==> src/rtl/register_file_pkg.sv <==
// Shared types and helpers for the multi-port register file.
// Default geometry plus the one-hot address decoder.
package register_file_pkg;

  localparam int AW    = 5;
  localparam int DW    = 32;
  localparam int DEPTH = 1 << AW;

  typedef logic [AW-1:0] reg_addr_t;
  typedef logic [DW-1:0] reg_data_t;

  function automatic logic [DEPTH-1:0] onehot_decode(
    input reg_addr_t a
  );
    logic [DEPTH-1:0] v;
    v    = '0;
    v[a] = 1'b1;
    return v;
  endfunction

endpackage

==> src/rtl/register_file_if.sv <==
// Bus bundle between issue/write-back logic and the register file.
// master drives addresses and writes, slave returns read data and busy.
interface register_file_if
  import register_file_pkg::*;
#(
  parameter int ADDRESS_WIDTH = AW,
  parameter int DATA_WIDTH    = DW,
  parameter int NUM_READ      = 2,
  parameter int NUM_WRITE     = 1
);

  logic [NUM_READ*ADDRESS_WIDTH-1:0]  rd_addr_i;
  logic [NUM_READ*DATA_WIDTH-1:0]     rd_data_o;
  logic [NUM_READ-1:0]                rd_busy_o;
  logic [NUM_WRITE-1:0]               wr_en_i;
  logic [NUM_WRITE*ADDRESS_WIDTH-1:0] wr_addr_i;
  logic [NUM_WRITE*DATA_WIDTH-1:0]    wr_data_i;
  logic                               busy_set_i;
  logic [ADDRESS_WIDTH-1:0]           busy_set_addr_i;
  logic                               flush_i;

  modport master (
    output rd_addr_i, wr_en_i, wr_addr_i, wr_data_i,
    output busy_set_i, busy_set_addr_i, flush_i,
    input  rd_data_o, rd_busy_o
  );

  modport slave (
    input  rd_addr_i, wr_en_i, wr_addr_i, wr_data_i,
    input  busy_set_i, busy_set_addr_i, flush_i,
    output rd_data_o, rd_busy_o
  );

endinterface

==> src/rtl/register_file_mp_scoreboard.sv <==
// Busy bit per register with set/clear/flush priority.
// A new producer (set) always beats a retiring one (clear/flush).
module rf_scoreboard
  import register_file_pkg::*;
#(
  parameter int ADDRESS_WIDTH = AW,
  parameter int NUM_READ      = 2,
  parameter int ZERO_REG      = 1
) (
  input  logic                                clk_i,
  input  logic                                rst_ni,
  input  logic [(1<<ADDRESS_WIDTH)-1:0]       i_clr,
  input  logic                                i_set,
  input  logic [ADDRESS_WIDTH-1:0]            i_set_addr,
  input  logic                                i_flush,
  input  logic [NUM_READ*ADDRESS_WIDTH-1:0]   i_rd_addr,
  output logic [NUM_READ-1:0]                 o_busy
);

  localparam int RDEPTH = 1 << ADDRESS_WIDTH;

  logic [RDEPTH-1:0] r_busy;
  logic [RDEPTH-1:0] w_set;
  logic [RDEPTH-1:0] w_next;

  // next busy vector: flush or clear drop bits, set re-arms
  always_comb begin
    w_set = '0;
    if (i_set)
      w_set = onehot_decode(reg_addr_t'(i_set_addr));
    if (ZERO_REG != 0)
      w_set[0] = 1'b0;
    if (i_flush)
      w_next = w_set;
    else
      w_next = (r_busy & ~i_clr) | w_set;
  end

  // busy state register
  always_ff @(posedge clk_i or negedge rst_ni) begin
    if (!rst_ni)
      r_busy <= '0;
    else
      r_busy <= w_next;
  end

  // per-port lookup
  always_comb begin
    o_busy = '0;
    for (int p = 0; p < NUM_READ; p++)
      o_busy[p] = r_busy[i_rd_addr[p*ADDRESS_WIDTH +: ADDRESS_WIDTH]];
  end

endmodule

==> src/rtl/register_file_mp.sv <==
// Multi-port register file with write-to-read bypass.
// Storage and bypass muxes live here; busy tracking is in rf_scoreboard.
module register_file_mp
  import register_file_pkg::*;
#(
  parameter int ADDRESS_WIDTH = AW,
  parameter int DATA_WIDTH    = DW,
  parameter int NUM_READ      = 2,
  parameter int NUM_WRITE     = 1,
  parameter int BYPASS        = 1,
  parameter int ZERO_REG      = 1
) (
  input  logic            clk_i,
  input  logic            rst_ni,
  register_file_if.slave  bus
);

  localparam int RDEPTH = 1 << ADDRESS_WIDTH;

  logic [DATA_WIDTH-1:0]    r_rf [RDEPTH];
  logic [RDEPTH-1:0]        w_wr_oh [NUM_WRITE];
  logic [RDEPTH-1:0]        w_wr_any;
  logic [NUM_READ-1:0]      w_sb_busy;
  logic [ADDRESS_WIDTH-1:0] w_ra [NUM_READ];
  logic [DATA_WIDTH-1:0]    w_rd [NUM_READ];
  logic [NUM_READ-1:0]      w_hit;

  // decode each write port; register 0 is masked when hardwired
  always_comb begin
    w_wr_any = '0;
    for (int w = 0; w < NUM_WRITE; w++) begin
      w_wr_oh[w] = '0;
      if (bus.wr_en_i[w])
        w_wr_oh[w] = onehot_decode(reg_addr_t'(
          bus.wr_addr_i[w*ADDRESS_WIDTH +: ADDRESS_WIDTH]));
      if (ZERO_REG != 0)
        w_wr_oh[w][0] = 1'b0;
      w_wr_any = w_wr_any | w_wr_oh[w];
    end
  end

  // storage; later ports are applied last so the highest index wins
  always_ff @(posedge clk_i or negedge rst_ni) begin
    if (!rst_ni) begin
      for (int r = 0; r < RDEPTH; r++)
        r_rf[r] <= '0;
    end else begin
      for (int r = 0; r < RDEPTH; r++)
        for (int w = 0; w < NUM_WRITE; w++)
          if (w_wr_oh[w][r])
            r_rf[r] <= bus.wr_data_i[w*DATA_WIDTH +: DATA_WIDTH];
    end
  end

  // read muxes with bypass, zero register and reset gating
  always_comb begin
    bus.rd_data_o = '0;
    bus.rd_busy_o = '0;
    for (int p = 0; p < NUM_READ; p++) begin
      w_ra[p]  = bus.rd_addr_i[p*ADDRESS_WIDTH +: ADDRESS_WIDTH];
      w_rd[p]  = r_rf[w_ra[p]];
      w_hit[p] = 1'b0;
      if (BYPASS != 0)
        for (int w = 0; w < NUM_WRITE; w++)
          if (bus.wr_en_i[w] &&
              bus.wr_addr_i[w*ADDRESS_WIDTH +: ADDRESS_WIDTH] == w_ra[p]) begin
            w_rd[p]  = bus.wr_data_i[w*DATA_WIDTH +: DATA_WIDTH];
            w_hit[p] = 1'b1;
          end
      if (ZERO_REG != 0 && w_ra[p] == '0)
        w_rd[p] = '0;
      if (!rst_ni)
        w_rd[p] = '0;
      bus.rd_data_o[p*DATA_WIDTH +: DATA_WIDTH] = w_rd[p];
      bus.rd_busy_o[p] = w_sb_busy[p] & ~w_hit[p] & rst_ni;
    end
  end

  rf_scoreboard #(
    .ADDRESS_WIDTH (ADDRESS_WIDTH),
    .NUM_READ      (NUM_READ),
    .ZERO_REG      (ZERO_REG)
  ) u_sb (
    .clk_i      (clk_i),
    .rst_ni     (rst_ni),
    .i_clr      (w_wr_any),
    .i_set      (bus.busy_set_i),
    .i_set_addr (bus.busy_set_addr_i),
    .i_flush    (bus.flush_i),
    .i_rd_addr  (bus.rd_addr_i),
    .o_busy     (w_sb_busy)
  );

endmodule

==> src/flat_wrapper.sv <==
// flat-port wrapper written by rule: the top's interface ports become plain ports
module register_file_mp_flat import register_file_pkg::*;
#(
  parameter int ADDRESS_WIDTH = AW,
  parameter int DATA_WIDTH    = DW,
  parameter int NUM_READ      = 2,
  parameter int NUM_WRITE     = 1,
  parameter int BYPASS        = 1,
  parameter int ZERO_REG      = 1
)
  (clk_i, rst_ni, bus_rd_addr_i, bus_wr_en_i, bus_wr_addr_i, bus_wr_data_i, bus_busy_set_i, bus_busy_set_addr_i, bus_flush_i, bus_rd_data_o, bus_rd_busy_o);
  register_file_if #(.ADDRESS_WIDTH(ADDRESS_WIDTH), .DATA_WIDTH(DATA_WIDTH), .NUM_READ(NUM_READ), .NUM_WRITE(NUM_WRITE)) bus_i ();
  input  logic clk_i;
  input  logic rst_ni;
  input wire logic [$bits(bus_i.rd_addr_i)-1:0] bus_rd_addr_i;
  input wire logic [$bits(bus_i.wr_en_i)-1:0] bus_wr_en_i;
  input wire logic [$bits(bus_i.wr_addr_i)-1:0] bus_wr_addr_i;
  input wire logic [$bits(bus_i.wr_data_i)-1:0] bus_wr_data_i;
  input wire logic [$bits(bus_i.busy_set_i)-1:0] bus_busy_set_i;
  input wire logic [$bits(bus_i.busy_set_addr_i)-1:0] bus_busy_set_addr_i;
  input wire logic [$bits(bus_i.flush_i)-1:0] bus_flush_i;
  output wire logic [$bits(bus_i.rd_data_o)-1:0] bus_rd_data_o;
  output wire logic [$bits(bus_i.rd_busy_o)-1:0] bus_rd_busy_o;
  assign bus_i.rd_addr_i = bus_rd_addr_i;
  assign bus_i.wr_en_i = bus_wr_en_i;
  assign bus_i.wr_addr_i = bus_wr_addr_i;
  assign bus_i.wr_data_i = bus_wr_data_i;
  assign bus_i.busy_set_i = bus_busy_set_i;
  assign bus_i.busy_set_addr_i = bus_busy_set_addr_i;
  assign bus_i.flush_i = bus_flush_i;
  assign bus_rd_data_o = bus_i.rd_data_o;
  assign bus_rd_busy_o = bus_i.rd_busy_o;
  register_file_mp #(.ADDRESS_WIDTH(ADDRESS_WIDTH), .DATA_WIDTH(DATA_WIDTH), .NUM_READ(NUM_READ), .NUM_WRITE(NUM_WRITE), .BYPASS(BYPASS), .ZERO_REG(ZERO_REG)) u_core (.clk_i(clk_i), .rst_ni(rst_ni), .bus(bus_i));
endmodule
==> config.mk <==
export PLATFORM = sky130hd
export DESIGN_NAME = register_file_mp_flat
export DESIGN_NICKNAME = d
export VERILOG_FILES = /design/src/rtl/register_file_pkg.sv /design/src/rtl/register_file_if.sv /design/src/rtl/register_file_mp_scoreboard.sv /design/src/rtl/register_file_mp.sv /design/src/flat_wrapper.sv
export SDC_FILE = /design/constraint.sdc
export NUM_CORES = 2
export LEC_CHECK = 0
export ABC_AREA = 0
export BUFFER_PORTS_ARGS = -buffer_cell sky130_fd_sc_hd__clkbuf_2
export CAP_MARGIN = 20
export CORE_MARGIN = 2
export CORE_UTILIZATION = 61
export CTS_BUF_LIST = sky130_fd_sc_hd__clkbuf_4
export DETAILED_ROUTE_END_ITERATION = 8
export PLACE_DENSITY_LB_ADDON = 0.25
export SYNTH_ARGS = -nofsm -noshare
export SYNTH_HDL_FRONTEND = slang
export SYNTH_SLANG_ARGS = --single-unit
==> constraint.sdc <==
create_clock -name clk_i -period 3.3 [get_ports clk_i]
set_input_delay 0.66 -clock clk_i [delete_from_list [all_inputs] [get_ports clk_i]]
set_output_delay 0.66 -clock clk_i [all_outputs]
set_load 0.005 [all_outputs]
# Word-level counts from Yosys, hierarchy flattened
# Index checks and enable logic that the tools add are counted.
# word_totals
wordCells,84
inputBits,57
output_inout_bits,66
regBits,1024
# op_classes
n_mux,25
eq_ne,2
n_lt_le_gt_ge,8
n_bitwise,11
n_reduce_logical,6
# op_table
operator,count
$mux 32,13
$bmux 32 s5,2
$and 32x32->32,1
$not 32->32,1
$or 32x32->32,1
$lt 5x6->1 const B,4
$ge 6x6->1 const B,2
$not 5->6,2
$bmux 1 s5,2
$demux 1 s5,2
$eq 5x5->1,2
$ge 5x1->1 const B,2
$logic_not 5->1,2
$mux 1,6
$and 1x1->1,4
$logic_and 1x1->1,4
$not 1->1,2

# Depth between registers and ports, before layout
# depth
ltp_word,9
ltp_mapped,11
mapped_depth_nobuf,6

# Cells and area by module
# From an unflattened synthesis, not the netlist that was laid out.
# unflattened
hier_cells,4511
hier_area_um2,55469.4
# modules_own_cells
mod,instances,cells_each,seq_area_each_um2,area_per_inst_um2
register_file_mp,1,4317,24823.8,53565.1
rf_scoreboard,1,194,800.8,1904.3

# Least setup slack after synthesis
# No wires, ideal clock.
# synth_timing
path_kind,input-to-output
start,input bus_rd_addr_i[6]
end,output bus_rd_data_o[35]
arrival_time_ns,2.432
path_slack_ns,0.208
path_buffers,3
required_time_ns,2.640
path_stages,7
path_cell_list,buf_2 -> buf_2 -> clkbuf_1 -> mux4_2 -> mux4_2 -> a211oi_2 -> nor2_1
# synth_via
elab_chain_cells,7
word_cells_on_any_way,10
classes_between,eq/ne: 1; mux: 6; bitwise: 1; reduce/logical: 2
# synth_lines
element,line,rtl
from (decl),flat_wrapper.sv:15,input wire logic [$bits(bus_i.rd_addr_i)-1:0] bus_rd_addr_i;
$not 5->6 (implied by the code),register_file_mp.sv:61,w_rd[p] = r_rf[w_ra[p]];
$bmux 32 s5,register_file_mp.sv:61,
$mux 32 (implied by the code) (2 in series),register_file_mp.sv:61,
$mux 32,register_file_mp.sv:65,if (bus.wr_en_i[w] &&
$mux 32 (*),register_file_mp.sv:70,if (ZERO_REG != 0 && w_ra[p] == '0)
$mux 32 (*),register_file_mp.sv:72,if (!rst_ni)
to (decl),flat_wrapper.sv:22,output wire logic [$bits(bus_i.rd_data_o)-1:0] bus_rd_data_o;
# Every way passes the cells marked *; elsewhere a longest branch is shown, timed or not. The select of a mux whose other input is x is not followed.

# Worst setup path after layout
# layout_timing
start,register u_core.r_rf[645] in the netlist's numbering
end,output bus_rd_data_o[37]
# layout_via
elab_chain_cells,6
# layout_lines
element,line,rtl
from (decl),register_file_mp.sv:20,logic [DATA_WIDTH-1:0] r_rf [RDEPTH];
"from (signal, indexed assignment)",register_file_mp.sv:51,r_rf[r] <= bus.wr_data_i[w*DATA_WIDTH +: DATA_WIDTH];
$bmux 32 s5,register_file_mp.sv:61,
$mux 32 (implied by the code) (2 in series),register_file_mp.sv:61,
$mux 32,register_file_mp.sv:65,
$mux 32,register_file_mp.sv:70,
$mux 32,register_file_mp.sv:72,
# No other way between the ends. The select of a mux whose other input is x is not followed.

==> results_dict.tcl <==
set metrics [dict create \
    crit_path_frequent_cell "mux4_2" \
    rsz0062_at_grt "true" \
    wl_um 183000 \
    rows 111 \
    htree_levels 5 \
    grt.total_usage_pct 39.3 \
    crit_buf_inv 1 \
    ys_ff_latch 1023 \
    gp_congestion 0.886 \
    cts_made_buffers 293 \
    post_layout_nonfiller_instances 5723 \
    cp_data_required_time_ns 2.64 \
    multi_input_area_um2 29900 \
    portBuffers 122 \
    syn-cell-area_um2 56400 \
    post-route-min-period_ns 3.79 \
    worst-slew-pin-transition_ns 1.06 \
    setup.worst_path.class "reg -> out" \
    finalHoldViolations 0 \
    synthArstFlopShare_pct 100 \
    drt_pass1_iterations 5 \
    crit_cells 5 \
    rr_endpoint "u_core.r_rf[284]" \
    ioPinCount 123 \
    power-per-cell-area_nw_per_um2 559 \
    num_vias 40600 \
    clock_sinks 1023 \
    ys_warn_count 0 \
    holdCritPathClass "in -> reg" \
    setup_slack_ns -0.491 \
    worstSetupEndpointType "output port" \
    finalClockSkew_ns 0 \
    clk_pin_slew_ns 0.06 \
    cp_slowest_cell "mux4_2" \
    die-area_um2 94900 \
    synth_edf_count 0 \
    grt_pass1_vias 41500 \
    path_max_fanout 3 \
    regArea_um2 25600 \
    n_fill_cell 5974 \
    worstPathArrival_ns 3.13 \
    final-max-slew-violation-count 0 \
    wl_per_cell_um 32.0 \
    p_switching_mw 10.7 \
    antenna_found_initial 5 \
    cp_cell_sequence "mux4_2 > mux4_2 > a221oi_4 > nor2_2 > clkbuf_2" \
    cap_violations 0 \
    cts-root-buf "clkbuf_4" \
    start_kind "flop" \
    detail-route-antenna-nets 0 \
    ys_top_cells_by_count "mux2_2 (1067), dfrtp_1 (1023), mux4_2 (440)" \
    synth_cells 3885 \
    violations "setup timing" \
    drc_errors 0 \
    max_stage_delay_ns 0.50 \
    initial_core_util_pct 61.5 \
    synth_xor_area_share_pct 0.155 \
    clk_path_buf_depth 4 \
    die_y_um 308 \
    synth_ff_type "dfrtp_1" \
    clk_latency_ns 1.14 \
    finalSetupTns_ns -19.12 \
    synth_top_family_by_area "multiplexers" \
    yosys.area.top_type_share_pct 45.4 \
    synth_compound_area_share_pct 5.30 \
    fmax_mhz 264 \
    grt_max_degree 165 \
    nets 4410 \
    pwr-share-clk_pct 31.0 \
    core_area_um2 91700 \
    r2r_slack_ns 2.28 \
    leakagePower_nw 29.2 \
    period_share_pct 115 \
    dieWidth_um 308 \
    viasPerCell 7.10 \
    ir_worst_vdd_mv 0.382 \
    startpoint "u_core.r_rf[645]" \
    r2r_cells 3 \
    synth_top_area_cell "dfrtp_1" \
    grt_pass1_wl_um 271000 \
    dp_hpwl_um 112000 \
    reg2reg_from "u_core.r_rf[284]" \
    place_inst 5162 \
    syn_area_per_cell_um2 14.5 \
    cpLargestDelayFamily "multiplexers" \
    relSlewSlack_pct 29.5 \
    synthAdderAreaFrac_pct 0 \
    yosysMostFrequentCell "mux2_2" \
    setup_violations 66 \
    seq_area_frac_synth_pct 45.4 \
    syn_nets 3942 \
    p_int_mw 26.2 \
    synthSimpleGateAreaFrac_pct 2.37 \
    pwr-share-comb_pct 23.6 \
    cp-endpoint "bus_rd_data_o[37]" \
    cts_tree "built" \
    overflow 0 \
    layout-drive-gt1-share_pct 60.5 \
    drt_iter0_markers 4983 \
    synthMuxAreaShare_pct 42.9 \
    synthTopCellsByArea "dfrtp_1 (45%), mux2_2 (21%), mux4_2 (18%)" \
    outcome "finished, violations left" \
    swShare_pct 29.0 \
    p_seq_share_pct 45.4 \
    syn2layout_area_growth_pct 17.1 \
    netlist-cell-type-count 62 \
]
==> layout by cell type, fill, tap and decap left out, drive strengths merged, types with 14 or more instances in the layout <==
cell / instances
nand3: 22
dfrtp: 1023
o32ai: 16
o21ai: 121
clkbuf: 540
o22ai: 23
mux4: 440
a22o: 18
a22oi: 14
nand2: 92
nor2b: 34
buf: 455
mux2: 1100
a221oi: 57
nand3b: 24
a21boi: 14
mux2i: 190
nor2: 59
a211oi: 47
a21oi: 46
clkinv: 34
inv: 27
dlygate4sd3: 18
==> per-stage QoR <==
step	worst slack, ns	cell area, um2	hold slack, ns	total power, mW	utilization [%]
floorplan	0.208	56400	0.364	22.2	-
global placement	-0.461	60800	0.499	24.4	66.4
detailed placement	-0.478	60800	0.508	24.8	66.4
CTS	-0.542	65600	0.00631	36.7	71.6
global route	-0.572	66000	0.0326	38.5	72.0
finish	-0.491	66000	0.0655	36.9	72.0
==> area by class of cell <==
type | instances | area share (%)
inverters | 20 | 0.116
diodes | 8 | 0.0303
repair buffers | 585 | 8.39
clock inverters | 43 | 0.337
multi-input cells | 2430 | 45.2
flip-flops and latches | 1023 | 38.8
well taps | 1186 | 2.25
clock buffers | 428 | 4.87
==> cell families (layout without fill, tap and decap cells) <==
group                     Yosys count  after routing
xor gates and xnor gates           10             10
other                               0              8
DFF                              1023           1023
muxes                            1730           1730
AOI/OAI and AO/OA                 419            419
and+or+nand+nor                   271            271
buffers and inverters             432           1076
==> state kept, by name (all words and copies together) (netlist names) <==
| register | count |
|---|---|
| u_core.r_rf | 992 |
| u_core.u_sb.r_busy | 31 |
==> power groups by stage <==
stage	clock, mW	combinational, mW	sequential (mW)
after floorplan	0	5.93	16.2
after global placement	0	7.71	16.7
after detailed placement	0	7.93	16.9
after CTS	11.6	8.47	16.6
after global routing	12.3	9.23	17.0
final	11.4	8.71	16.8
==> worst min-delay path, cell delays in order <==
cell,delay (ns)
clkbuf_2,0.10
or3b_2,0.32
o32ai_1,0.10
==> layer usage <==
layer,track usage [%],wire length (um),vias up
li1,-,-,16100
met1,54.2,70000,21300
met2,57.8,82600,2571
met3,11.2,21000,595
met4,18.9,9480,6
met5,0,46,-
==> what timing repair did <==
action,4_1_cts,5_1_grt
setup endpoints to repair,66,66
endpoints found under the hold margin,279,0
pin swaps,106,36
buffers inserted,63,15
resized for setup,179,60
hold buffers,18,0
==> worst min path at each step <==
stage	start	endpoint	slack, ns	cells after the start
6_report	bus_busy_set_i	u_core.u_sb.r_busy[24]	0.07	3
3_3_place_gp	u_core.r_rf[447]	u_core.r_rf[447]	0.50	1
2_1_floorplan	rst_ni	u_core.r_rf[0]	0.36	0
4_1_cts	bus_busy_set_i	u_core.u_sb.r_busy[24]	0.006	3
3_5_place_dp	u_core.r_rf[914]	u_core.r_rf[914]	0.51	1
5_1_grt	bus_busy_set_i	u_core.u_sb.r_busy[24]	0.03	3
Note: power is estimated with default switching activity, not from simulation.
